### config.mk
export PLATFORM = sky130hd
export DESIGN_NAME = dac_spi_driver_flat
export DESIGN_NICKNAME = d
export VERILOG_FILES = /design/src/rtl/dac_spi_driver_if.sv /design/src/rtl/dac_spi_driver.sv /design/src/flat_wrapper.sv
export SDC_FILE = /design/constraint.sdc
export NUM_CORES = 1
export LEC_CHECK = 0
export ABC_AREA = 1
export CAP_MARGIN = 20
export CORE_AREA = 2 2 62 64
export CTS_BUF_LIST = sky130_fd_sc_hd__clkbuf_8
export CTS_CLUSTER_DIAMETER = 50
export DETAILED_ROUTE_END_ITERATION = 12
export DIE_AREA = 0 0 64 66
export HOLD_SLACK_MARGIN = 0.02
export MAX_ROUTING_LAYER = met4
export PLACE_DENSITY_LB_ADDON = 0.2
export SLEW_MARGIN = 10
export SYNTH_ARGS = -nofsm -noshare
export SYNTH_HDL_FRONTEND = slang
export SYNTH_SLANG_ARGS = --single-unit
### constraint.sdc
create_clock -name Fg_CLK -period 1.6 [get_ports Fg_CLK]
set_clock_uncertainty 0.15 [all_clocks]
set_input_delay 0.32 -clock Fg_CLK [delete_from_list [all_inputs] [get_ports Fg_CLK]]
set_output_delay 0.32 -clock Fg_CLK [all_outputs]
set_load 0.1 [all_outputs]
### src/rtl/dac_spi_driver_if.sv
// Sample handshake plus DAC serial pins between the DDS datapath and dac_spi_driver.
// The slave modport is the driver's view; the master modport is the upstream/board side.
interface dac_spi_driver_if;
    logic        SampleValid;
    logic [11:0] Sample;
    logic        Ready;
    logic        Dac_CSn;
    logic        Dac_SCK;
    logic        Dac_SDI;
    logic        Dac_LDACn;
    logic        FrameDone;
    logic [7:0]  DropCnt;

    modport slave (
        input  SampleValid, Sample,
        output Ready, Dac_CSn, Dac_SCK, Dac_SDI, Dac_LDACn, FrameDone, DropCnt
    );

    modport master (
        output SampleValid, Sample,
        input  Ready, Dac_CSn, Dac_SCK, Dac_SDI, Dac_LDACn, FrameDone, DropCnt
    );
endinterface

### src/rtl/dac_spi_driver.sv
// Ships each accepted 12-bit sample as a 16-bit MCP4921-style SPI frame, then pulses LDAC.
// All DAC pins are registered; SCK is produced by a divider, never by gating the clock.
module dac_spi_driver #(
    parameter int         CLK_DIV     = 2,
    parameter logic [3:0] CONFIG_BITS = 4'b0011
) (
    input  logic            Fg_CLK,
    input  logic            RESETn,
    dac_spi_driver_if.slave dac
);
    localparam int CW = (CLK_DIV > 1) ? $clog2(CLK_DIV) : 1;
    localparam logic [CW-1:0] DIV_LAST = CW'(CLK_DIV - 1);

    typedef enum logic [2:0] {
        ST_IDLE  = 3'd0,
        ST_SETUP = 3'd1,
        ST_SHIFT = 3'd2,
        ST_HOLD  = 3'd3,
        ST_LATCH = 3'd4
    } state_t;

    state_t        state_r,   state_nxt_s;
    logic [CW-1:0] div_cnt_r, div_cnt_nxt_s;
    logic [3:0]    bit_cnt_r, bit_cnt_nxt_s;
    logic [14:0]   shift_r,   shift_nxt_s;
    logic          sck_r,     sck_nxt_s;
    logic          sdi_r,     sdi_nxt_s;
    logic          csn_r,     csn_nxt_s;
    logic          ldacn_r,   ldacn_nxt_s;
    logic          ready_r,   ready_nxt_s;
    logic          done_r,    done_nxt_s;
    logic [7:0]    drop_r,    drop_nxt_s;
    logic          div_last_s;

    // Next-state and next-output logic for the frame sequencer and drop counter
    always_comb begin
        state_nxt_s   = state_r;
        div_cnt_nxt_s = div_cnt_r;
        bit_cnt_nxt_s = bit_cnt_r;
        shift_nxt_s   = shift_r;
        sck_nxt_s     = sck_r;
        sdi_nxt_s     = sdi_r;
        csn_nxt_s     = csn_r;
        ldacn_nxt_s   = ldacn_r;
        ready_nxt_s   = ready_r;
        done_nxt_s    = 1'b0;
        div_last_s    = (div_cnt_r == DIV_LAST);

        case (state_r)
            ST_IDLE: begin
                div_cnt_nxt_s = '0;
                if (dac.SampleValid) begin
                    state_nxt_s   = ST_SETUP;
                    ready_nxt_s   = 1'b0;
                    csn_nxt_s     = 1'b0;
                    bit_cnt_nxt_s = 4'd0;
                    shift_nxt_s   = {CONFIG_BITS[2:0], dac.Sample};
                    sdi_nxt_s     = CONFIG_BITS[3];
                end else begin
                    ready_nxt_s   = 1'b1;
                end
            end
            ST_SETUP: begin
                if (div_last_s) begin
                    div_cnt_nxt_s = '0;
                    state_nxt_s   = ST_SHIFT;
                    sck_nxt_s     = 1'b1;
                end else begin
                    div_cnt_nxt_s = div_cnt_r + CW'(1);
                end
            end
            ST_SHIFT: begin
                if (!div_last_s) begin
                    div_cnt_nxt_s = div_cnt_r + CW'(1);
                end else if (sck_r) begin
                    // Falling SCK is the only point where SDI advances to the next bit
                    div_cnt_nxt_s = '0;
                    sck_nxt_s     = 1'b0;
                    sdi_nxt_s     = shift_r[14];
                    shift_nxt_s   = {shift_r[13:0], 1'b0};
                end else if (bit_cnt_r == 4'd15) begin
                    div_cnt_nxt_s = '0;
                    state_nxt_s   = ST_HOLD;
                end else begin
                    div_cnt_nxt_s = '0;
                    bit_cnt_nxt_s = bit_cnt_r + 4'd1;
                    sck_nxt_s     = 1'b1;
                end
            end
            ST_HOLD: begin
                if (div_last_s) begin
                    div_cnt_nxt_s = '0;
                    state_nxt_s   = ST_LATCH;
                    csn_nxt_s     = 1'b1;
                    ldacn_nxt_s   = 1'b0;
                end else begin
                    div_cnt_nxt_s = div_cnt_r + CW'(1);
                end
            end
            ST_LATCH: begin
                if (div_last_s) begin
                    div_cnt_nxt_s = '0;
                    state_nxt_s   = ST_IDLE;
                    ldacn_nxt_s   = 1'b1;
                    done_nxt_s    = 1'b1;
                    ready_nxt_s   = 1'b1;
                end else begin
                    div_cnt_nxt_s = div_cnt_r + CW'(1);
                end
            end
            default: begin
                state_nxt_s   = ST_IDLE;
                div_cnt_nxt_s = '0;
                sck_nxt_s     = 1'b0;
                csn_nxt_s     = 1'b1;
                ldacn_nxt_s   = 1'b1;
                ready_nxt_s   = 1'b1;
            end
        endcase

        if (dac.SampleValid && !ready_r && (drop_r != 8'hFF)) begin
            drop_nxt_s = drop_r + 8'd1;
        end else begin
            drop_nxt_s = drop_r;
        end
    end

    // State and output registers; synchronous reset aborts any frame without LDAC
    always_ff @(posedge Fg_CLK) begin
        if (!RESETn) begin
            state_r   <= ST_IDLE;
            div_cnt_r <= '0;
            bit_cnt_r <= 4'd0;
            shift_r   <= 15'd0;
            sck_r     <= 1'b0;
            sdi_r     <= 1'b0;
            csn_r     <= 1'b1;
            ldacn_r   <= 1'b1;
            ready_r   <= 1'b1;
            done_r    <= 1'b0;
            drop_r    <= 8'd0;
        end else begin
            state_r   <= state_nxt_s;
            div_cnt_r <= div_cnt_nxt_s;
            bit_cnt_r <= bit_cnt_nxt_s;
            shift_r   <= shift_nxt_s;
            sck_r     <= sck_nxt_s;
            sdi_r     <= sdi_nxt_s;
            csn_r     <= csn_nxt_s;
            ldacn_r   <= ldacn_nxt_s;
            ready_r   <= ready_nxt_s;
            done_r    <= done_nxt_s;
            drop_r    <= drop_nxt_s;
        end
    end

    assign dac.Ready     = ready_r;
    assign dac.Dac_CSn   = csn_r;
    assign dac.Dac_SCK   = sck_r;
    assign dac.Dac_SDI   = sdi_r;
    assign dac.Dac_LDACn = ldacn_r;
    assign dac.FrameDone = done_r;
    assign dac.DropCnt   = drop_r;
endmodule
### src/flat_wrapper.sv
// flat-port wrapper written by rule: the top's interface ports become plain ports
module dac_spi_driver_flat 
#(
    parameter int         CLK_DIV     = 2,
    parameter logic [3:0] CONFIG_BITS = 4'b0011
)
  (Fg_CLK, RESETn, dac_SampleValid, dac_Sample, dac_Ready, dac_Dac_CSn, dac_Dac_SCK, dac_Dac_SDI, dac_Dac_LDACn, dac_FrameDone, dac_DropCnt);
  dac_spi_driver_if dac_i ();
  input  logic Fg_CLK;
  input  logic RESETn;
  input wire logic [$bits(dac_i.SampleValid)-1:0] dac_SampleValid;
  input wire logic [$bits(dac_i.Sample)-1:0] dac_Sample;
  output wire logic [$bits(dac_i.Ready)-1:0] dac_Ready;
  output wire logic [$bits(dac_i.Dac_CSn)-1:0] dac_Dac_CSn;
  output wire logic [$bits(dac_i.Dac_SCK)-1:0] dac_Dac_SCK;
  output wire logic [$bits(dac_i.Dac_SDI)-1:0] dac_Dac_SDI;
  output wire logic [$bits(dac_i.Dac_LDACn)-1:0] dac_Dac_LDACn;
  output wire logic [$bits(dac_i.FrameDone)-1:0] dac_FrameDone;
  output wire logic [$bits(dac_i.DropCnt)-1:0] dac_DropCnt;
  assign dac_i.SampleValid = dac_SampleValid;
  assign dac_i.Sample = dac_Sample;
  assign dac_Ready = dac_i.Ready;
  assign dac_Dac_CSn = dac_i.Dac_CSn;
  assign dac_Dac_SCK = dac_i.Dac_SCK;
  assign dac_Dac_SDI = dac_i.Dac_SDI;
  assign dac_Dac_LDACn = dac_i.Dac_LDACn;
  assign dac_FrameDone = dac_i.FrameDone;
  assign dac_DropCnt = dac_i.DropCnt;
  dac_spi_driver #(.CLK_DIV(CLK_DIV), .CONFIG_BITS(CONFIG_BITS)) u_core (.Fg_CLK(Fg_CLK), .RESETn(RESETn), .dac(dac_i));
endmodule
======== Word-level counts from Yosys, hierarchy flattened ========
Cells that the tools add are included.
storage, ports and cells
  flip-flop bits (word level) ............. 37
  output and inout port bits .............. 14
cells by class
  $add $sub $neg .......................... 3
  equality and inequality tests ........... 15
  multiplexer cells ....................... 32
  bitwise gates (word level) .............. 6
  reductions and logical operators ........ 19
operator list
  cell                                            count
  2-to-1 mux 15 bit                               3
  case mux 15 bit (2 select lines)                1
  2-to-1 mux 3 bit                                7
  2-to-1 mux 4 bit                                4
  case mux 3 bit (5 select lines)                 1
  OR reduction 3 bit                              5
  != test 2 x 1 -> 1 bit (second input constant)  6
  case mux 1 bit (3 select lines)                 4
  2-to-1 mux 1 bit                                10
  AND reduction 3 bit                             3
  adder 8 x 1 -> 8 bit (second input constant)    1
  != test 8 bit (second input constant)           1
  case mux 4 bit (2 select lines)                 1
  AND reduction 7 bit                             1
  == test 3 x 2 -> 1 bit (second input constant)  2
  != test 2 bit (second input constant)           3
  inverter 1 bit                                  6
  AND reduction 5 bit                             1
  adder 4 x 1 -> 4 bit (second input constant)    1
  == test 4 bit (second input constant)           1
  AND reduction 2 bit                             2
  AND reduction 4 bit                             1
  OR reduction 4 bit                              1
  == test 3 x 1 -> 1 bit (second input constant)  1
  7 further kinds                                 8

======== Longest topological paths before layout ========
Gate-level depths: netlist of run 1.
  depth after elaboration ................. 5
  gate-level depth with buffers ........... 10
  mapped depth without buffers ............ 9

======== Least setup slack after synthesis of run 1 ========
OpenSTA, ideal clock, no wires.
  path kind ............................... flip-flop to flip-flop
  start ................................... reg u_core.drop_r[1] (netlist: u_core.dac.DropCnt[1])
  end ..................................... reg u_core.drop_r[3] (netlist: u_core.dac.DropCnt[3])
  setup time .............................. 0.119 ns
  arrival ................................. 2.033 ns
  slack ................................... -0.702 ns
  cell stages (with the launch flop) ...... 10
  period minus slack after synthesis ...... 2.302 ns
  cells stage by stage .................... dfxtp_1 ha_1 nand3_1 nor2_1 nand2_1 nand2_1 buf_2 o21ai_0 nand2_1 nor2_1
between the ends
  longest elaborated chain between the ends .. 2
ends and longest elaborated chain
  what                                                                          RTL line               RTL
  start: declaration                                                            dac_spi_driver.sv:32   logic [7:0] drop_r, drop_nxt_s;
  start signal: assignment                                                      dac_spi_driver.sv:153  drop_r <= drop_nxt_s;
  parallel branches: the longest is 2 deep, another holds adder 8 x 1 -> 8 bit  --
Several ways; the timed one is not identified.
A chain may end at the register's enable or synchronous reset.

======== Worst setup path in the final report of run 1 ========
  start ................................... reg u_core.drop_r[1] (netlist: u_core.dac.DropCnt[1])
  end ..................................... reg u_core.drop_r[1] (netlist: u_core.dac.DropCnt[1])
The elaborated chain is that of the path after synthesis.

==> impl.org, run 1 <==
** Route
- Remaining antenna violation count after routing :: 0
- Initial DRC count :: 166
- Routed wire length per instance :: 11.8 µm
- After detailed routing, the total wire length is 4.45 mm.
- Vias :: 1909
- The pre-antenna-repair detailed-routing pass consisted of 5 iterations.
- DRC violation count after routing :: 0
- Dividing the detail-routed via count by the number of cells gives 5.06.

** Worst setup path
- Of all nets on the critical path, the largest fanout is 9.
- Delay of the slowest critical-path stage :: 0.36 ns
- Among the stages of the critical path, the cell type that occurs most often is sky130_fd_sc_hd__nor2_1.
- The worst setup path is launched from a flip-flop.
- STA classifies the critical path endpoint as a flip-flop.
- For the worst setup path, the data arrival time is 1.55 ns.
- The startpoint identified for the worst register-to-register timing path is u_core.dac.DropCnt[1].
- Minimum setup slack among reg-to-reg paths :: 0.09 ns
- For this design, the slowest cell found on the critical path is sky130_fd_sc_hd__dfxtp_4.
- The critical path goes through ha_4 -> nand3_1 -> nor2_2 -> nand2_1 -> nand2_4 -> clkinvlp_4 -> nor2_1 -> nor2_1.
- Data required time at the worst endpoint :: 1.64 ns
- Launching instance or port of the critical path :: u_core.dac.DropCnt[1]
- By startpoint and endpoint, the worst setup path is classified as reg -> reg.
- Worst R2R End :: u_core.dac.DropCnt[1]
- Counting cells, the worst reg-to-reg path comes to 8.
- The critical path ends at u_core.dac.DropCnt[1].

** Pwr
- Across the VDD grid, the largest voltage drop is 1110 µV.
- For this design the total switching power over the nets is 1.95 mW.
- Combinational fraction of design power :: 52.2%
- Net switching is 45.3% of the power.
- For this design the ratio of total power to cell area is 1610 mW/mm².
- Internal power comes to 2.36 mW.
- The clock network is responsible for 15.6% of the overall power.
- For this design the static power due to leakage is 1.22 nW.
- Power, Total :: 4.31 mW
- Reg power frac :: 32.2%

** Synthesis
- Of all cell types, the one taking the most synthesized area is sky130_fd_sc_hd__dfxtp_1.
- When the netlist entered floorplanning its net count stood at 299.
- After synthesis, the largest area contributor takes up 38.2% of total cell area.
- Library cells used by synthesis :: 28
- Count of yosys warnings during synthesis :: 0
- By area the synthesized netlist is led by sky130_fd_sc_hd__dfxtp_1 38%, sky130_fd_sc_hd__nand2_1 15%, sky130_fd_sc_hd__nor2_1 8.3%, sky130_fd_sc_hd__nand3_1 4.1%, sky130_fd_sc_hd__inv_1 4.1%.
- In this run the cell area of the synthesized design comes to 0.00194 mm².
- A synthesized cell averages 6.88 µm².
- After synthesis the netlist holds a flip-flop and latch count of 37.
- Cell count after synthesis :: 282
- Share of synthesized area occupied by flip-flops and latches :: 38.2%

** Global route
- Entering global routing, the biggest net connects 17 pins.
- Summed over all layers, the global routing overflow is 0.
- Antenna violations before repair :: 0
- Wire length of the first global-routing pass :: 7.67 mm
- The number of global-route vias before repair was 1728.
- Across every metal layer, demand over resource in global routing totals 24.0%.

** Clock tree
- The H-tree was split into 2 levels.
- No sink is reached through more buffers than the 2 on the longest clock path.
- The tree is rooted in a sky130_fd_sc_hd__clkbuf_8.
- Clock sink count :: 37
- Post-cts hold buffer count :: 0
- Worst-path clk slew :: 0.07 ns
- Clock buffer count from CTS :: 5
- Clock tree from TritonCTS :: yes
- Clock latency reported for the late side of the worst-skew pair :: 0.29 ns

** Final layout
- The number of antenna diodes in the final layout is 0.
- From synthesis to final layout, the design area changed by 38.3%.
- Share of cells above drive strength 1 :: 26.4%
- The filler cells instantiated in the layout total 248.
- In the layout the commonest cells are 77 x sky130_fd_sc_hd__nand2_1, 42 x sky130_fd_sc_hd__nor2_1, 23 x sky130_fd_sc_hd__dfxtp_1.
- Once layout is complete, the utilization of the core stands at 75.5%.
- Number of nets in the layout :: 345
- Leading cell type in the layout, fill and taps excluded :: sky130_fd_sc_hd__nand2_1
- Summing all non-filler instances in the final layout gives an area of 0.00268 mm².

** STA
- Relative slew slack :: 84.4%
- Timing would allow up to 661 MHz.
- Setup violations remaining at the end of the flow were counted as 0.
- For the pin with the worst max-slew slack, the measured transition is 0.232 ns.
- Number of slew-limit violations in the final report :: 0
- The worst path in the final design needs a cycle of 1.51 ns, including I/O delays and setup.
- Final Hold Vio Count :: 0
- Ratio of final minimum period to clock period :: 94.5%

** Die
- Effective utilization at floorplan :: 54.6%
- After floorplanning, the core was sized to cover 0.00355 mm².
- 29 I/O pins were placed.
- From bottom edge to top edge, the die measures 66 µm.
- Die area :: 0.00422 mm²
- Measured along the x axis, the die boundary spans 64 µm.
- After floorplanning, the core was divided into 22 placement rows.

** Placement
- Count of port buffers added during placement :: 28
- Weighted congestion reported at the end of routability-driven placement :: 0.903
- Half-perimeter wire length after placement :: 3.19 mm
- Area after DPL :: 0.00252 mm²

** Outcome
- Outcome :: complete, no violations

** Flow run
- The tool flagged a number of max-cap violations equal to 0.

** Min path
- The worst hold path belongs to the class reg -> reg.
==> routing by layer <==
layer | vias to the layer above | track usage [%] | part of all wire, %
met1 | 849 | 28.3 | 43
met2 | 65 | 39.1 | 49
met5 | - | - | 0
li1 | 984 | - | -
met4 | 0 | 11.1 | 2.6
met3 | 11 | 5.28 | 5.0
==> flip-flops by register name, summed over array words and instances, names as in the netlist <==
| name | cells |
|---|---|
| u_core.dac.DropCnt | 8 |
| u_core.dac.Ready | 1 |
| u_core.dac.Dac_CSn | 1 |
| u_core.dac.Dac_LDACn | 1 |
| u_core.dac.Dac_SCK | 1 |
| u_core.dac.Dac_SDI | 1 |
| u_core.state_r | 3 |
| u_core.div_cnt_r | 1 |
| u_core.dac.FrameDone | 1 |
| u_core.bit_cnt_r | 4 |
| u_core.shift_r | 15 |
==> metrics by stage <==
stage | hold WS (ns) | setup TNS, ns | std cells | worst slack (ns)
after floorplan | 0.295 | -0.0149 | 282 | -0.0149
after global placement | 0.311 | -1.98 | 364 | -0.193
after detailed placement | 0.320 | -2.43 | 364 | -0.277
after CTS | 0.340 | 0 | 372 | 0.0395
after global routing | 0.347 | -0.0598 | 377 | -0.0247
final | 0.338 | 0 | 377 | 0.0880
==> cell usage after synthesis <==
| cell type | n |
|---|---|
| sky130_fd_sc_hd__o31ai_1 | 1 |
| sky130_fd_sc_hd__buf_12 | 1 |
| sky130_fd_sc_hd__clkbuf_1 | 2 |
| sky130_fd_sc_hd__xnor2_1 | 1 |
| sky130_fd_sc_hd__nand2_1 | 78 |
| sky130_fd_sc_hd__nand3_1 | 16 |
| sky130_fd_sc_hd__a21oi_2 | 1 |
| sky130_fd_sc_hd__a21oi_1 | 10 |
| sky130_fd_sc_hd__o21ai_0 | 13 |
| sky130_fd_sc_hd__a31oi_1 | 2 |
| sky130_fd_sc_hd__nand2_2 | 4 |
| sky130_fd_sc_hd__nand4_1 | 2 |
| sky130_fd_sc_hd__inv_1 | 21 |
| sky130_fd_sc_hd__nor3_1 | 4 |
| sky130_fd_sc_hd__or2_0 | 2 |
| sky130_fd_sc_hd__o21ai_1 | 10 |
| sky130_fd_sc_hd__nand3_2 | 2 |
| sky130_fd_sc_hd__xor2_1 | 4 |
| sky130_fd_sc_hd__nor2_1 | 43 |
| sky130_fd_sc_hd__nor2_2 | 11 |
| sky130_fd_sc_hd__buf_4 | 1 |
| sky130_fd_sc_hd__nor2_4 | 4 |
| sky130_fd_sc_hd__nand2_4 | 2 |
| sky130_fd_sc_hd__buf_2 | 3 |
| sky130_fd_sc_hd__inv_4 | 2 |
| sky130_fd_sc_hd__ha_1 | 2 |
| sky130_fd_sc_hd__dfxtp_1 | 37 |
| sky130_fd_sc_hd__buf_6 | 3 |
==> power groups by stage <==
stage | Clock [mW] | Combinational (mW) | Sequential, mW
after floorplan | 0 | 1.16 | 1.79
after global placement | 0 | 2.11 | 1.39
after detailed placement | 0 | 2.14 | 1.40
after CTS | 0.677 | 2.16 | 1.38
after global routing | 0.708 | 2.45 | 1.43
final | 0.670 | 2.25 | 1.39
==> kinds of logic after synthesis <==
kind of cell | synth area share [%]
buffers and inverters | 9.03
xor gates and xnor gates | 2.26
AOI/OAI and AO/OA | 10.0
DFF | 38.2
adders and majority gates | 1.29
and+or+nand+nor | 39.2
==> critical path, delay by kind of cell, from the launching register on <==
kind,cells,cell delay [ns]
fa+ha+maj,1,0.14
buf+inv,1,0.15
flops,1,0.36
simple gates,6,0.60
==> final cells by class <==
class,count,area [µm²],share of cell area [%]
multi-input cells,212,1050,39.2
flip-flops and latches,37,771,28.7
repair buffers,49,616,22.9
inverters,23,95.1,3.54
clock buffers,6,82.6,3.08
well taps,48,60.1,2.24
clock inverters,2,7.51,0.280
==> worst min path at each step <==
stage | startpoint | endpoint | slack, ns | depth (start not counted)
finish | u_core.shift_r[0] | u_core.shift_r[0] | 0.34 | 2
global route | u_core.shift_r[13] | u_core.shift_r[14] | 0.35 | 2
CTS | u_core.shift_r[13] | u_core.shift_r[14] | 0.34 | 2
detailed placement | u_core.shift_r[13] | u_core.shift_r[14] | 0.32 | 2
global placement | u_core.shift_r[13] | u_core.shift_r[14] | 0.31 | 2
floorplan | RESETn | u_core.div_cnt_r | 0.30 | 2
==> repair_timing <==
action                     4_1_cts  5_1_grt
buffers inserted                 0        5
resized for setup                2        7
setup endpoints to repair        7       24
pin swaps                        0        3
cloned                           0        0
No activity file was read; power rests on OpenSTA's default activity.
==> run 2: changes to the inputs <==
--- a/config.mk
+++ b/config.mk
@@ -6,7 +6,6 @@
 export NUM_CORES = 1
 export LEC_CHECK = 0
 export ABC_AREA = 1
-export CAP_MARGIN = 20
 export CORE_AREA = 2 2 62 64
 export CTS_BUF_LIST = sky130_fd_sc_hd__clkbuf_8
 export CTS_CLUSTER_DIAMETER = 50
@@ -15,7 +14,7 @@
 export HOLD_SLACK_MARGIN = 0.02
 export MAX_ROUTING_LAYER = met4
 export PLACE_DENSITY_LB_ADDON = 0.2
-export SLEW_MARGIN = 10
+export SLEW_MARGIN = 20
 export SYNTH_ARGS = -nofsm -noshare
 export SYNTH_HDL_FRONTEND = slang
 export SYNTH_SLANG_ARGS = --single-unit
==> results of run 2 <==
No change in the layout: final DEF, timing and power equal those of run 1.
